## config.mk

```make
export PLATFORM = sky130hd
export DESIGN_NAME = shift_add_mult
export DESIGN_NICKNAME = d
export VERILOG_FILES = /design/src/rtl/shift_add_mult.sv
export SDC_FILE = /design/constraint.sdc
export NUM_CORES = 1
export LEC_CHECK = 0
export CELL_PAD_IN_SITES_DETAIL_PLACEMENT = 1
export CELL_PAD_IN_SITES_GLOBAL_PLACEMENT = 2
export CORE_AREA = 2 2 93 95
export DETAILED_ROUTE_END_ITERATION = 8
export DIE_AREA = 0 0 95 97
export GPL_TIMING_DRIVEN = 0
export PLACE_DENSITY = 0.76
export SYNTH_ARGS = -nofsm -noshare
export SYNTH_HDL_FRONTEND = slang
export SYNTH_SLANG_ARGS = --single-unit
export TNS_END_PERCENT = 100
```

## constraint.sdc

```tcl
create_clock -name CLK -period 3.15 [get_ports CLK]
set_input_delay 0.315 -clock CLK [delete_from_list [all_inputs] [get_ports CLK]]
set_output_delay 0.315 -clock CLK [all_outputs]
set_load 0.01 [all_outputs]
```

## src/rtl/shift_add_mult.sv

```systemverilog
// Sequential shift-and-add multiplier: one multiplier bit per clock, unsigned or two's-complement.
// Product is only written on completion, so it never shows partial results.
module shift_add_mult #(
   parameter int unsigned WIDTH = 8
) (
   input  logic                 CLK,
   input  logic                 Reset,
   input  logic                 Start,
   input  logic                 Signed,
   input  logic [WIDTH-1:0]     A,
   input  logic [WIDTH-1:0]     B,
   output logic [2*WIDTH-1:0]   Product,
   output logic                 Busy,
   output logic                 Done,
   output logic                 AddRshift,
   output logic                 Rshift
);

   localparam int unsigned CW = $clog2(WIDTH + 1);

   typedef enum logic [1:0] {IDLE, BUSY, DONE} state_t;

   state_t               state;
   logic [WIDTH-1:0]     mcand;
   logic                 mode;
   logic [2*WIDTH-1:0]   acc;
   logic [CW-1:0]        count;

   logic [WIDTH:0]       hi_ext;
   logic [WIDTH:0]       m_ext;
   logic [WIDTH:0]       sum;
   logic                 last;
   logic [2*WIDTH-1:0]   acc_next;

   // acc holds {partial product, remaining multiplier}; the extra sum bit is the
   // carry (unsigned) or the true sign (signed) and becomes the shifted-in MSB.
   always_comb begin
      hi_ext = {mode & acc[2*WIDTH-1], acc[2*WIDTH-1:WIDTH]};
      m_ext  = {mode & mcand[WIDTH-1], mcand};
      last   = (count == CW'(WIDTH - 1));
      if (acc[0]) begin
         // MSB of a two's-complement multiplier carries negative weight
         sum = (mode && last) ? (hi_ext - m_ext) : (hi_ext + m_ext);
      end else begin
         sum = hi_ext;
      end
      acc_next = {sum, acc[WIDTH-1:1]};
   end

   always_ff @(posedge CLK) begin
      if (Reset) begin
         state     <= IDLE;
         mcand     <= '0;
         mode      <= 1'b0;
         acc       <= '0;
         count     <= '0;
         Product   <= '0;
         Busy      <= 1'b0;
         Done      <= 1'b0;
         AddRshift <= 1'b0;
         Rshift    <= 1'b0;
      end else begin
         case (state)
            IDLE, DONE: begin
               Done <= 1'b0;
               if (Start) begin
                  mcand     <= A;
                  mode      <= Signed;
                  acc       <= {{WIDTH{1'b0}}, B};
                  count     <= '0;
                  Busy      <= 1'b1;
                  AddRshift <= B[0];
                  Rshift    <= ~B[0];
                  state     <= BUSY;
               end else begin
                  Busy      <= 1'b0;
                  AddRshift <= 1'b0;
                  Rshift    <= 1'b0;
                  state     <= IDLE;
               end
            end
            BUSY: begin
               acc   <= acc_next;
               count <= count + 1'b1;
               if (last) begin
                  Product   <= acc_next;
                  Busy      <= 1'b0;
                  Done      <= 1'b1;
                  AddRshift <= 1'b0;
                  Rshift    <= 1'b0;
                  state     <= DONE;
               end else begin
                  // step indicators describe the iteration about to happen
                  AddRshift <= acc_next[0];
                  Rshift    <= ~acc_next[0];
               end
            end
            default: begin
               Busy      <= 1'b0;
               Done      <= 1'b0;
               AddRshift <= 1'b0;
               Rshift    <= 1'b0;
               state     <= IDLE;
            end
         endcase
      end
   end

endmodule

```

# Word level (Yosys, flattened, before mapping)
# Cells that the tools add are included.
# W data, S select, Z words.
[op_classes]
add_sub_neg = 3
eq_ne = 5
mux = 18
bitwise = 5
n_reduce_logical = 8
[ops]
columns = ["cell", "n"]
rows = [
  ["$pmux W16 S2", 1],
  ["$mux W9", 2],
  ["$mux W16", 1],
  ["$add A9 B9 Y9", 1],
  ["$sub A9 B9 Y9", 1],
  ["$pmux W4 S2", 1],
  ["$mux W1", 7],
  ["$pmux W1 S2", 3],
  ["$reduce_and A2 Y1", 3],
  ["$add A4 B1 Y4 const B", 1],
  ["$eq A4 B3 Y1 const B", 1],
  ["$mux W4", 1],
  ["$ne A2 B2 Y1 const B", 2],
  ["$pmux W2 S2", 1],
  ["$reduce_or A2 Y1", 2],
  ["$not A1 Y1", 3],
  ["$and A1 B1 Y1", 2],
  ["$eq A2 B1 Y1 const B", 1],
  ["$eq A2 B2 Y1 const B", 1],
  ["$logic_not A2 Y1", 1],
  ["$mux W2", 1],
  ["$reduce_bool A2 Y1", 1],
  ["$logic_and A1 B1 Y1", 1],
]
[word_totals]
ff_bits = 51
inputBits = 20

# Logic depth before layout (Yosys ltp)
# Gate-level depths: netlist of the first run.
[depth]
word_depth = 5
ltp_mapped = 14
depth_no_buf = 13

# Worst setup path before layout of the first run
# Ideal clock, no wire load.
[synth_path]
path_kind = "register -> register"
startpoint = "register count[0]"
endpoint = "register Product[12]"
arrival_ps = 2676
required_time_ps = 3010
setup_slack_ps = 334
stages_incl_launch_ff = 14
cell_sequence = "dfxtp_1 -> ha_1 -> and3b_1 -> buf_6 -> nand2_1 -> o21ai_0 -> inv_1 -> ha_1 -> nor2b_1 -> o21ai_0 -> a21boi_0 -> and3_1 -> a2111oi_0 -> a211oi_1"
[synth_via]
elab_chain_cells = 4
[synth_rtl]
columns = ["element", "line_no", "source"]
rows = [
  ["start, declared", "27", "logic [CW-1:0] count;"],
  ["start signal, assigned", "84", "count <= count + 1'b1;"],
  ["$eq A4 B3 Y1 (*)", "40", "last = (count == CW'(WIDTH - 1));"],
  ["$logic_and A1 B1 Y1", "43", "sum = (mode && last) ? (hi_ext - m_ext) : (hi_ext + m_ext);"],
  ["$mux W9", "43", ""],
  ["$mux W9", "41", "if (acc[0]) begin"],
  ["end signal, assigned", "86", "Product <= acc_next;"],
  ["end, declared", "12", "output logic [2*WIDTH-1:0] Product,"],
]
# Mark *: on every way between the ends. The rest lies on a longest branch, timed or not.
# A chain may end at the register's enable or synchronous reset.

# Worst setup path after layout of the first run
[layout_path]
startpoint = "register count[0]"
endpoint = "register acc[13]"
[layout_via]
elab_chain_cells = 5
[layout_rtl]
columns = ["element", "line_no", "source"]
rows = [
  ["$eq A4 B3 Y1", "40", ""],
  ["$logic_and A1 B1 Y1", "43", ""],
  ["$mux W9", "43", ""],
  ["$mux W9", "41", ""],
  ["$pmux W16 S2", "63", "case (state)"],
  ["end signal, assigned", "69", "acc <= {{WIDTH{1'b0}}, B};"],
  ["end signal, assigned", "83", "acc <= acc_next;"],
  ["end, declared", "26", "logic [2*WIDTH-1:0] acc;"],
]
# Every way passes these cells.

==> results.md, run 1 <==
* Hold WS at 0.468 ns
* TritonCTS Buffers at 5
* Clk slew on worst S/H paths at 0.10 ns
* Critical path's slowest cell: dfxtp_2
* DR vias at 2318
* VDD IR max at 215 uV
* Top post-synthesis cells by count: 68 x nand2_1, 50 x dfxtp_1, 37 x a21oi_1
* Worst path max stage delay at 0.39 ns
* Hold depth at 2
* Post-synth EDFFs at 0
* R2R Setup Slk at 0.15 ns
* Worst path arrival time at 3.19 ns
* Row count at 33
* Tot GR Track Use at 0.161
* Clk_lat worst skew at 0.32 ns
* Die area at 9220 um^2
* Core area at 8130 um^2
* Highest clock rate at 334 MHz
* Routed len/inst at 15.7 um
* CP Max Fanout at 5
* Register area share after synthesis at 0.407
* Starting Density at 0.303
* CP Cell Sequence: ha_4, and3b_1, buf_6, a21oi_2, xnor2_1, ha_1, nor2b_2, o31a_1, o21a_1, or3_1, a31oi_4, o21ai_0
* Count leader, synth: nand2_1
* Residual DRC at 0
* Mapped Area at 2460 um^2
* Final Skew at 0.00830 ns
* Area grow syn2layout at 29.6%
* Synth cell types at 46
* WHS Endpoint: Product[7]$_SDFFE_PP0P_
* # nets final at 391
* Main flop type after synthesis: dfxtp_1
* GP Congestion at 0.785
* IO buf count at 38
* Final worst slack at 0.155 ns
* DIE WIDTH at 95 um
* Fillers at 997
* Avg Cell Area, Syn at 7.86 um^2
* Post-synth top area cell: dfxtp_1
* DRT antenna net count at 0
* Pre-CTS setup slack at -0.602 ns
* Worst hold start: Product[7]$_SDFFE_PP0P_
* Hold Path Class: register to register
* Ys Warns at 0
* Setup TNS Final at 0 ns
* First-pass GRT wire length at 11600 um
* Top cells by area, synth: dfxtp_1 41%, nand2_1 10%, a21oi_1 7.5%, ha_1 5.1%, nor2_1 3.7%
* CTS max path bufs at 2
* Critical R2R Launch: count[0]$_SDFFE_PP0P_
* Asr flop ratio synth at 0
* Startpoint types: register
* FF-to-FF End: acc[13]$_SDFFE_PP0P_
* Final setup viols at 0
* Worst Path Required at 3.34 ns
* H-tree Lvls at 2
* Crit path buffers/inverters at 1
* WL final at 7320 um
* Kind of cell adding the most delay to the critical path: compound AO/OA/AOI/OAI gates
* Period utilization at 0.951
* Status: finished clean
* Hpwl dp at 5390 um
* Fraction of layout cells with a size suffix above 1 at 0.0803
* Io pins at 40
* Leak at 1.16 nW
* Setup crit end kind: register
* Mapped Nets at 344
* Final hold violation count at 0
* CTS tree: yes
* Cells on worst reg2reg path at 12
* Final Critical Period at 3.00 ns
* Critical path type: register to register
* Worst-margin pin slew at 0.719 ns
* Post-Syn Instances at 313
* Register bit total from synthesis at 50
* 1st-iter DRT viols at 77
* CTS Root Cell: clkbuf_8
* Vias in the first global route at 2286
* Slew HR at 0.518
* Pwr/cell area at 482 nW/um^2
* Yosys top cell area share at 0.407
* N_diodes at 0
* Grt ovf at 0
* Slew Viols, Final at 0
* Vias per inst at 4.97
* Initial antenna violation count at 0
* Post-CTS Hold Buffers at 0
* DRT Pass-1 Iters at 4
* Sinks on the clock net at 50
* Largest net degree at the start of global routing at 17
* Die Y at 97 um
* Max cap viols at 0
-- registers in the layout (all words and copies together) (netlist names) --
signal     flops
mcand          8
Done           1
Product       16
mode           1
acc           16
count          4
AddRshift      1
Rshift         1
state          2
-- kinds of logic after synthesis --
| group | Yosys count | synth area share |
|---|---|---|
| compound gates | 86 | 0.215 |
| xor+xnor | 8 | 0.0315 |
| fa+ha+maj | 11 | 0.0590 |
| buf+inv | 27 | 0.0458 |
| flops | 50 | 0.407 |
| mux | 4 | 0.0168 |
| simple gates | 127 | 0.225 |
-- where the power goes --
group | internal, mW | total (mW) | leakage (nW) | switching (mW)
sequential | 0.653 | 0.680 | 0.407 | 0.0267
combinational | 0.129 | 0.295 | 0.680 | 0.167
clock | 0.318 | 0.561 | 0.0683 | 0.242
total | 1.10 | 1.54 | 1.16 | 0.436
-- placed cells by master, fill, tap and decap left out, types with 6 or more instances in the layout --
master	netlist	layout
nand2_1	68	67
dfxtp_1	50	48
clkdlybuf4s50_1	0	38
a21oi_1	37	36
nor2_1	24	24
nand3_1	10	10
clkbuf_1	10	10
inv_1	9	9
o21ai_0	13	9
ha_1	10	9
a211oi_1	8	8
a22oi_1	7	7
nor2b_1	7	6
-- layer usage --
layer | part of all wire | GRT usage
met5 | 0 | 0
met4 | 0.015 | 0.0535
met3 | 0.026 | 0.0249
met2 | 0.44 | 0.238
met1 | 0.52 | 0.237
-- cell type report --
cell class / instances / area, um^2 / area share
Multi-Input combinational cell: 236 / 1410 / 0.442
Sequential cell: 50 / 1000 / 0.315
Timing Repair Buffer: 40 / 395 / 0.124
Tap cell: 105 / 131 / 0.0412
Buffer: 18 / 78.8 / 0.0247
Clock buffer: 5 / 68.8 / 0.0216
Clock inverter: 3 / 68.8 / 0.0216
Inverter: 9 / 33.8 / 0.0106
-- metrics by stage --
step	area, um^2	total power [mW]	instances	utilization
2_1_floorplan	2460	0.865	313	-
3_3_place_gp	2970	0.956	456	0.365
3_5_place_dp	2970	0.962	456	0.365
4_1_cts	3130	1.53	465	0.385
5_1_grt	3190	1.61	466	0.392
6_report	3190	1.54	466	0.392
-- worst register-to-register path, delay by kind of cell (launching register included) --
kind | cells | cell delay, ns
AOI/OAI and AO/OA | 5 | 0.95
and+or+nand+nor | 3 | 0.71
adders and majority gates | 2 | 0.45
xor gates and xnor gates | 1 | 0.23
buffers and inverters | 1 | 0.14
DFF | 1 | 0.39
-- how the worst max path moves through the flow --
stage / startpoint / to / slack (ns) / cells after the start
floorplan: count[0]$_SDFFE_PP0P_ / Product[12]$_SDFFE_PP0P_ / 0.33 / 13
global route: count[0]$_SDFFE_PP0P_ / Product[13]$_SDFFE_PP0P_ / -0.02 / 12
finish: count[0]$_SDFFE_PP0P_ / acc[13]$_SDFFE_PP0P_ / 0.15 / 12
CTS: count[1]$_SDFFE_PP0P_ / Product[12]$_SDFFE_PP0P_ / -0.005 / 13
global placement: count[0]$_SDFFE_PP0P_ / Product[12]$_SDFFE_PP0P_ / -0.59 / 13
detailed placement: count[0]$_SDFFE_PP0P_ / Product[12]$_SDFFE_PP0P_ / -0.60 / 13
-- timing repair --
| item | CTS | global route |
|---|---|---|
| resized for setup | 7 | 12 |
| setup buffers | 1 | 1 |
| setup endpoints to repair | 8 | 9 |
| pin swaps | 1 | 6 |
No activity file was read; power rests on OpenSTA's default activity.
==> run 2: changes to the inputs <==
Settings changed: GPL_TIMING_DRIVEN 0 to not set.
==> run 2 against run 1 <==
- fmax increased by 0.71%
- via count decreased by 0.91%
- die area unchanged
- largest power group unchanged
- global-route usage decreased by 0.50 points
- critical endpoint unchanged
- count of clock-buffer cells in the layout unchanged
- total power decreased by 11%
- combinational power decreased by 4%
- highest routed layer unchanged
- critical path type unchanged
- critical path depth unchanged
==> results.md, run 2 (synthesis gave the netlist of run 1 again) <==
* Status: finished clean
* Worst path max stage delay at 0.35 ns
* N_diodes at 0
* Fraction of layout cells with a size suffix above 1 at 0.0763
* Cells on worst reg2reg path at 12
* Worst Path Required at 3.33 ns
* Vias per inst at 5.00
* H-tree Lvls at 2
* Period utilization at 0.944
* Setup crit end kind: register
* Core Util, Final at 0.381
* Met3 Routed Length at 170 um
* Hold WS at 0.463 ns
* M1 WL at 3410 um
* Top Layer Used: met4
* Commonest non-fill, non-tap cell in the layout: nand2_1
* Highest clock rate at 336 MHz
* Worst path arrival time at 3.15 ns
* CP Max Fanout at 4
* Worst-margin pin slew at 0.730 ns
* CTS Root Cell: clkbuf_8
* Pre-CTS setup slack at 0.187 ns
* FF-to-FF End: acc[13]$_SDFFE_PP0P_
* GP Congestion at 0.792
* Residual DRC at 0
* Starting Density at 0.303
* Pwr/cell area at 442 nW/um^2
* Clk_lat worst skew at 0.31 ns
* DIE WIDTH at 95 um
* Total power at 1.37 mW
* # nets final at 384
* WL final at 6890 um
* Critical Path Stages at 12
* Final Skew at 0.0132 ns
* Critical path endpoint: acc[13]$_SDFFE_PP0P_
* Critical R2R Launch: count[0]$_SDFFE_PP0P_
* Largest net degree at the start of global routing at 25
* TritonCTS Buffers at 5
* Routed len/inst at 15.0 um
* Setup TNS Final at 0 ns
* IO buf count at 39
* DR vias at 2297
* Top flop regs: Product: 16 flops, acc: 16 flops, mcand: 8 flops
* Leak at 1.14 nW
* CTS max path bufs at 2
* Hpwl dp at 5280 um
* CP startpoint: count[0]$_SDFFE_PP0P_
* Vias in the first global route at 2301
* DRT Pass-1 Iters at 4
* Core area at 8130 um^2
* First-pass GRT wire length at 11500 um
* Row count at 33
* Slew HR at 0.511
* Most frequent cells in the layout: 68 x nand2_1, 50 x dfxtp_1, 39 x clkdlybuf4s50_1
* Final setup viols at 0
* 1st-iter DRT viols at 48
* Kind of cell adding the most delay to the critical path: compound AO/OA/AOI/OAI gates
* Io pins at 40
* Sinks on the clock net at 50
* R2R Setup Slk at 0.18 ns
* Tot GR Track Use at 0.156
* DRT antenna net count at 0
* Hold Path Class: register to register
* Initial antenna violation count at 0
* Startpoint types: register
* Most used cell, CP: ha_1
* Met2 wire len at 3210 um
* Max cap viols at 0
* Area grow syn2layout at 25.9%
* Slew Viols, Final at 0
* Final worst slack at 0.176 ns
* Final Critical Period at 2.97 ns
* VDD IR max at 172 uV
* Final hold violation count at 0
* Critical path's slowest cell: dfxtp_1
* Critical path type: register to register
* Clk slew on worst S/H paths at 0.11 ns
* CTS tree: yes
* CP Cell Sequence: ha_1, and3b_1, buf_4, a21oi_1, xnor2_1, ha_1, nor2b_2, o31a_1, o21a_1, or3_1, a31oi_1, o21ai_0
* Die area at 9220 um^2
* Unrepaired setup endpoints after global routing: false
* Grt ovf at 0
* Crit path buffers/inverters at 1
* Die Y at 97 um
==> run 2: worst min-delay path by stage <==
| stage | startpoint | end | slack, ns | cells past startpoint |
|---|---|---|---|---|
| 5_1_grt | Product[4]$_SDFFE_PP0P_ | Product[4]$_SDFFE_PP0P_ | 0.49 | 2 |
| 3_3_place_gp | Product[7]$_SDFFE_PP0P_ | Product[7]$_SDFFE_PP0P_ | 0.44 | 2 |
| 3_5_place_dp | Product[4]$_SDFFE_PP0P_ | Product[4]$_SDFFE_PP0P_ | 0.45 | 2 |
| 4_1_cts | Product[4]$_SDFFE_PP0P_ | Product[4]$_SDFFE_PP0P_ | 0.47 | 2 |
| 6_report | Product[4]$_SDFFE_PP0P_ | Product[4]$_SDFFE_PP0P_ | 0.46 | 2 |
| 2_1_floorplan | state[1]$_SDFFE_PP0P_ | Rshift$_SDFF_PP0_ | 0.44 | 1 |
==> run 2: final cells by class <==
class                           count  area, um^2
Fill cell                         991        5030
Multi-Input combinational cell    236        1360
Sequential cell                    50        1000
Timing Repair Buffer               51         480
Tap cell                          105         131
Clock buffer                        5        68.8
Inverter                            9        33.8
Clock inverter                      3        28.8
==> run 2: repair_timing <==
| item | CTS | global route |
|---|---|---|
| resized for setup | 0 | 4 |
| buffers inserted | 0 | 1 |
| hold buffers | 0 | 0 |
| endpoints found under the setup margin | 0 | 4 |
| hold endpoints to repair | 0 | 0 |
==> run 2: tightest hold or removal path: cells and delay by family (launching register included) <==
kind / cells / cell delay (ns)
DFF: 1 / 0.33
AOI/OAI and AO/OA: 1 / 0.05
and+or+nand+nor: 1 / 0.05
==> run 2: routing by layer <==
layer,track usage,up-vias
li1,-,1162
met1,0.213,1086
met2,0.254,40
met3,0.0241,9
met4,0.0401,0
met5,0,-
==> run 2: stage by stage <==
step	cells	area [um^2]
after global routing	459	3100
after detailed placement	450	2990
after floorplan	313	2460
final	459	3100
after global placement	450	2990
after CTS	458	3080
==> run 2: where the power goes <==
group          total [mW]  switching (mW)  internal [mW]
clock               0.409           0.244          0.165
combinational       0.284           0.157          0.127
sequential          0.676          0.0231          0.653
